===== config.mk =====
export PLATFORM = sky130hd
export DESIGN_NAME = hfrv_mem_arbiter
export DESIGN_NICKNAME = d
export VERILOG_FILES = /design/src/rtl/hfrv_mem_pkg.sv /design/src/rtl/hfrv_rr_arb2.sv /design/src/rtl/hfrv_mem_arbiter.sv
export SDC_FILE = /design/constraint.sdc
export NUM_CORES = 1
export LEC_CHECK = 0
export CAP_MARGIN = 20
export CORE_MARGIN = 10
export CORE_UTILIZATION = 25
export DETAILED_ROUTE_END_ITERATION = 8
export GPL_ROUTABILITY_DRIVEN = 0
export HOLD_SLACK_MARGIN = 0.05
export PLACE_DENSITY = 0.79
export SLEW_MARGIN = 20
export SYNTH_ARGS = -nofsm -noshare
export SYNTH_HDL_FRONTEND = slang
export SYNTH_SLANG_ARGS = --single-unit

===== constraint.sdc =====
create_clock -name clk_i -period 2.3 [get_ports clk_i]
set_input_delay 0.46 -clock clk_i [delete_from_list [all_inputs] [get_ports clk_i]]
set_output_delay 0.46 -clock clk_i [all_outputs]
set_load 0.01 [all_outputs]

===== src/rtl/hfrv_mem_pkg.sv =====
// Shared types for the HF-RISC verification-top memory arbiter.
package hfrv_mem_pkg;
  localparam int WORD_W = 32;

  typedef enum logic [1:0] {LOAD, RELEASE, RUN} arb_state_e;
  typedef enum logic {OWN_LD, OWN_CPU} owner_e;
endpackage


===== src/rtl/hfrv_rr_arb2.sv =====
// Two-way round-robin between loader and core; a lone requester wins outright,
// and on a tie the side not granted last goes first.
module hfrv_rr_arb2
  import hfrv_mem_pkg::*;
(
  input  logic clk_i,
  input  logic reset_i,
  input  logic ld_req_i,
  input  logic cpu_req_i,
  output logic ld_gnt_o,
  output logic cpu_gnt_o
);
  owner_e rr_last_q, rr_last_d;

  always_comb begin
    ld_gnt_o  = ld_req_i  & (~cpu_req_i | (rr_last_q == OWN_CPU));
    cpu_gnt_o = cpu_req_i & (~ld_req_i  | (rr_last_q == OWN_LD));
    rr_last_d = rr_last_q;
    if (ld_gnt_o)       rr_last_d = OWN_LD;
    else if (cpu_gnt_o) rr_last_d = OWN_CPU;
  end

  always_ff @(posedge clk_i) begin
    if (reset_i) rr_last_q <= OWN_CPU;
    else         rr_last_q <= rr_last_d;
  end
endmodule


===== src/rtl/hfrv_mem_arbiter.sv =====
// Shares the single-port RAM between the program loader and the core: holds the core
// in reset during load, then round-robins loader backdoor accesses against core traffic.
module hfrv_mem_arbiter
  import hfrv_mem_pkg::*;
#(
  parameter int MEM_AW      = 16,
  parameter int RELEASE_CYC = 4
) (
  input  logic              clk_i,
  input  logic              reset_i,
  input  logic              ld_req_i,
  input  logic              ld_we_i,
  input  logic [31:0]       ld_addr_i,
  input  logic [31:0]       ld_wdata_i,
  input  logic              ld_done_i,
  output logic              ld_gnt_o,
  output logic              ld_rvalid_o,
  input  logic              cpu_req_i,
  input  logic [31:0]       cpu_addr_i,
  input  logic [3:0]        cpu_wbe_i,
  input  logic [31:0]       cpu_wdata_i,
  output logic              cpu_gnt_o,
  output logic              cpu_rvalid_o,
  output logic              cpu_stall_o,
  output logic              cpu_reset_o,
  output logic [WORD_W-1:0] rdata_o,
  output logic              mem_en_o,
  output logic [3:0]        mem_wbe_o,
  output logic [MEM_AW-1:0] mem_addr_o,
  output logic [WORD_W-1:0] mem_wdata_o,
  input  logic [WORD_W-1:0] mem_rdata_i,
  output logic              oor_err_o,
  output logic [15:0]       ld_words_o
);
  arb_state_e  state_q, state_d;
  logic [3:0]  cnt_q, cnt_d;
  logic        cpu_en;
  logic        ld_req_eff, cpu_req_eff;
  logic        any_gnt, acc_rd, acc_oor;
  logic [31:0] acc_addr;
  logic        rd_vld_q, rd_vld_d, rd_oor_q, rd_oor_d;
  owner_e      rd_own_q, rd_own_d;
  logic        oor_err_q, oor_err_d;
  logic [15:0] ld_words_q, ld_words_d;
  logic        unused_addr_lsbs;

  always_ff @(posedge clk_i) begin
    if (reset_i) begin
      state_q <= LOAD;
      cnt_q   <= '0;
    end else begin
      state_q <= state_d;
      cnt_q   <= cnt_d;
    end
  end

  always_comb begin
    state_d = state_q;
    cnt_d   = cnt_q;
    case (state_q)
      LOAD: if (ld_done_i) begin
        state_d = RELEASE;
        cnt_d   = 4'(RELEASE_CYC);
      end
      RELEASE: begin
        if (cnt_q == 4'd1) state_d = RUN;
        else               cnt_d   = cnt_q - 4'd1;
      end
      RUN:     state_d = RUN;
      default: state_d = LOAD;
    endcase
  end

  always_comb begin
    cpu_en      = (state_q == RUN);
    cpu_reset_o = reset_i | (state_q != RUN);
  end

  // Nothing is granted while reset is asserted, whatever state the FSM is leaving.
  assign ld_req_eff  = ld_req_i & ~reset_i;
  assign cpu_req_eff = cpu_req_i & cpu_en & ~reset_i;

  hfrv_rr_arb2 u_arb (
    .clk_i     (clk_i),
    .reset_i   (reset_i),
    .ld_req_i  (ld_req_eff),
    .cpu_req_i (cpu_req_eff),
    .ld_gnt_o  (ld_gnt_o),
    .cpu_gnt_o (cpu_gnt_o)
  );

  assign cpu_stall_o = cpu_req_eff & ~cpu_gnt_o;

  always_comb begin
    any_gnt     = ld_gnt_o | cpu_gnt_o;
    acc_addr    = cpu_gnt_o ? cpu_addr_i : ld_addr_i;
    acc_rd      = cpu_gnt_o ? (cpu_wbe_i == 4'h0) : ~ld_we_i;
    acc_oor     = |acc_addr[31:MEM_AW+2];
    mem_en_o    = any_gnt & ~acc_oor;
    mem_addr_o  = acc_addr[MEM_AW+1:2];
    mem_wdata_o = cpu_gnt_o ? cpu_wdata_i : ld_wdata_i;
    mem_wbe_o   = 4'h0;
    if (mem_en_o) mem_wbe_o = cpu_gnt_o ? cpu_wbe_i : {4{ld_we_i}};
  end

  assign unused_addr_lsbs = ^acc_addr[1:0];

  always_comb begin
    rd_vld_d   = any_gnt & acc_rd;
    rd_own_d   = cpu_gnt_o ? OWN_CPU : OWN_LD;
    rd_oor_d   = acc_oor;
    oor_err_d  = oor_err_q | (any_gnt & acc_oor);
    ld_words_d = ld_words_q;
    if (ld_gnt_o && ld_we_i && ld_words_q != 16'hFFFF) ld_words_d = ld_words_q + 16'd1;
  end

  always_ff @(posedge clk_i) begin
    if (reset_i) begin
      rd_vld_q   <= 1'b0;
      rd_own_q   <= OWN_LD;
      rd_oor_q   <= 1'b0;
      oor_err_q  <= 1'b0;
      ld_words_q <= '0;
    end else begin
      rd_vld_q   <= rd_vld_d;
      rd_own_q   <= rd_own_d;
      rd_oor_q   <= rd_oor_d;
      oor_err_q  <= oor_err_d;
      ld_words_q <= ld_words_d;
    end
  end

  // An out-of-range read never touched the RAM, so its stale output is masked.
  assign ld_rvalid_o  = rd_vld_q & (rd_own_q == OWN_LD)  & ~reset_i;
  assign cpu_rvalid_o = rd_vld_q & (rd_own_q == OWN_CPU) & ~reset_i;
  assign rdata_o      = rd_oor_q ? '0 : mem_rdata_i;
  assign oor_err_o    = oor_err_q;
  assign ld_words_o   = ld_words_q;
endmodule


==> metrics <==
crit start category=flip-flop; Initial Util=approximately 26%; CP Max Fanout=5; Die ar.=roughly 0.014 mm^2; most frequent cell after synthesis=mux2_2; failing checks=setup timing; hpwl dp=around 13000 um; H-tree depth=1; TritonCTS clock tree=built; Placed Cells incl. Taps=691; Core ar.=0.00928 mm^2; TritonCTS Buffers=3; fin crit share=110%; Hold Vio Cnt, Final=0; clk buf depth=2; ratio of cells with drive above 1 in the final layout=between 20% and 30%; CP Class=flip-flop to primary output; DRT Wirelength=about 15000 um; clock sinks=27; Synth Net Count=between 400 and 500; Initial DRC Count=around 120; first-pass GRT wire length=22000 um; Tmin final=2.53 ns; register area share after synthesis=a little under a quarter; worst hold path endpoint=oor_err_o; Critical Path End Type=primary output; CTS clock-pin slew for the worst setup and hold paths=about 0.090 ns; Port Buffers=about 270; R2R setup slack=0.12 ns; I/O pin total=between 200 and 300; Post-DRT Antenna Nets=0; Worst Path Required=1.84 ns; # hold bufs at CTS=0; Avg WL per Cell=20.8 um; synth top area cells=mux2_2 (25%), dfxtp_1 (23%), nor2b_1 (9.7%); Placed Area=0.00543 mm^2; Synth top cells by count=mux2_2 (52), nor2b_1 (37), dfxtp_1 (27); Rows=35; DIE WIDTH=118 um; Die Span Y=between 100 and 150 um; Leak Pwr=0.00232 uW; via density per instance=roughly 4.7; GRT overflow=0; Max-Cap Viols=0; Ys Warns=0; Hold Path Class=flip-flop to flip-flop; Main synth FF type=dfxtp_1; post-synthesis area per instance=about 8.6 um^2; largest net degree at the start of global routing=33; EDFF count, synth=0; Final nets=~760; worst skew pair latency=around 0.28 ns; Yosys top cell area share=24.5%; Worst Reg-to-Reg Cells=8; FF-to-FF Start=state_q[0]; post-synthesis register bit count=27; Antenna diodes=0; Finished Layout Cells=about 710; vias in the first global route=approximately 3700; Slew HR=roughly 62%; setup violators final=approximately 50; Place WS=-1.08 ns; DRC=0; Worst EP arrival=a little over 2 ns; reg-to-reg endpoint=ld_words_o[15]; Layout Cell Area excl Fill=around 0.0057 mm^2; min-delay src=oor_err_o; Cells after Synth=278; RSZ-0062 raised after global routing=yes; pwr dens=365 mW/mm^2; Area growth syn-to-layout=138%; setup TNS=-8.47 ns; PnR worst setup slack=-0.234 ns; synth unique cells=43; ys async rst share=0%; worst vdd ir=around 0.25 mV; achievable clock frequency=approximately 390 MHz; Worst-Margin Slew=0.566 ns; fin. max-slew vios=0; Worst Skew=between 0.007 and 0.008 ns; status=finished with violations; total track usage=between 10% and 20%; initial antenna violation count=0; total number of vias=~3300; Pre-antenna DRT Iters=4; Synth Cell Area=0.00239 mm^2; CTS Root Cell=clkbuf_8; Hold Path Stages=2; cell taking the most area after synthesis=mux2_2; fin util=about three fifths
worst max-delay path by stage:
stage                  start         endpoint  slack, ns  cells after the start
2_1_floorplan     state_q[0]  mem_wdata_o[26]       0.03                      7
3_3_place_gp   ld_addr_i[21]     mem_wbe_o[1]      -1.05                      6
3_5_place_dp   ld_addr_i[21]     mem_wbe_o[2]      -1.08                      6
4_1_cts           state_q[0]     mem_wbe_o[2]      -0.25                      9
5_1_grt           state_q[0]     mem_wbe_o[2]      -0.30                      9
6_report          state_q[0]     mem_wbe_o[2]      -0.23                      9
metal layers:
metal / track usage [%] / part of all wire [%]
met5: 0 / 0
met3: 5.71 / 6.9
met1: 19.8 / 37
met4: 3.71 / 1.7
met2: 38.7 / 54
stage by stage:
stage	hold slack [ns]	total power [uW]
6_report	0.488	2080
5_1_grt	0.516	2210
4_1_cts	0.489	2050
3_5_place_dp	0.470	1740
3_3_place_gp	0.456	1710
2_1_floorplan	0.458	1060
critical path: stages (launching register included):
cell and delay, ns:
dfxtp_2 0.34, inv_2 0.05, ha_4 0.17, nand2_4 0.08, a211oi_4 0.04, buf_6 0.15, buf_6 0.11, or4b_4 0.56
a21oi_2 0.16, buf_2 0.14
report_power, final:
group / total (uW) / leakage [uW] / switching (uW) / internal, uW
logic: 1220 / 0.00207 / 460 / 756
registers: 581 / 0.000221 / 55.6 / 526
clock network: 278 / 0.0000255 / 157 / 122
total: 2080 / 0.00232 / 672 / 1400
area by class of cell:
cell class / count / area (um^2)
fill: 798 / 3590
timing repair buffer: 311 / 3020
clock inverter: 1 / 5.00
clock buffer: 3 / 41.3
sequential: 27 / 544
inverter: 8 / 30.0
multi-input combinational: 227 / 1890
tap: 129 / 161
flip-flops by register name, summed over array words and instances, names as in the netlist:
register / flops
rd_own_q: 1
u_arb.rr_last_q: 1
cnt_q: 4
ld_words_o: 16
oor_err_o: 1
rd_vld_q: 1
rd_oor_q: 1
state_q: 2
logic make-up (layout without fill, tap and decap cells):
group                      Yosys count  count (layout)  synth area share, %
buffers and inverters               24             323                 4.09
xor gates and xnor gates             2               2                0.734
DFF                                 27              27                 22.7
adders and majority gates            7               7                 3.67
AOI/OAI and AO/OA                   33              33                 9.39
and+or+nand+nor                    123             123                 30.5
muxes                               62              62                 28.9
timing repair:
item	CTS	global route
setup endpoints to repair	96	57
resized for setup	183	46
setup buffers	3	6
gates cloned	1	1
pin swaps	12	2
placed cells by master (no fill, tap or decap), drive strengths merged, types with 2 or more instances in the layout:
cell / instances
a211oi: 4
a21oi: 11
and2: 3
and3: 5
and3b: 2
and4: 3
and4b: 2
buf: 62
clkbuf: 6
clkdlybuf4s15: 6
clkdlybuf4s50: 201
dfxtp: 27
dlygate4sd2: 36
dlymetal6s2s: 2
ha: 7
inv: 8
mux2: 53
mux2i: 9
nand2: 14
nand3: 11
nand3b: 2
nand4: 2
nor2: 10
nor2b: 37
nor3: 8
nor3b: 2
nor4: 8
o211ai: 4
o21ai: 3
o31ai: 3
o41ai: 2
or2: 2
or3: 2
or4: 5
xnor2: 2
Power figures use the tool's default switching activity.
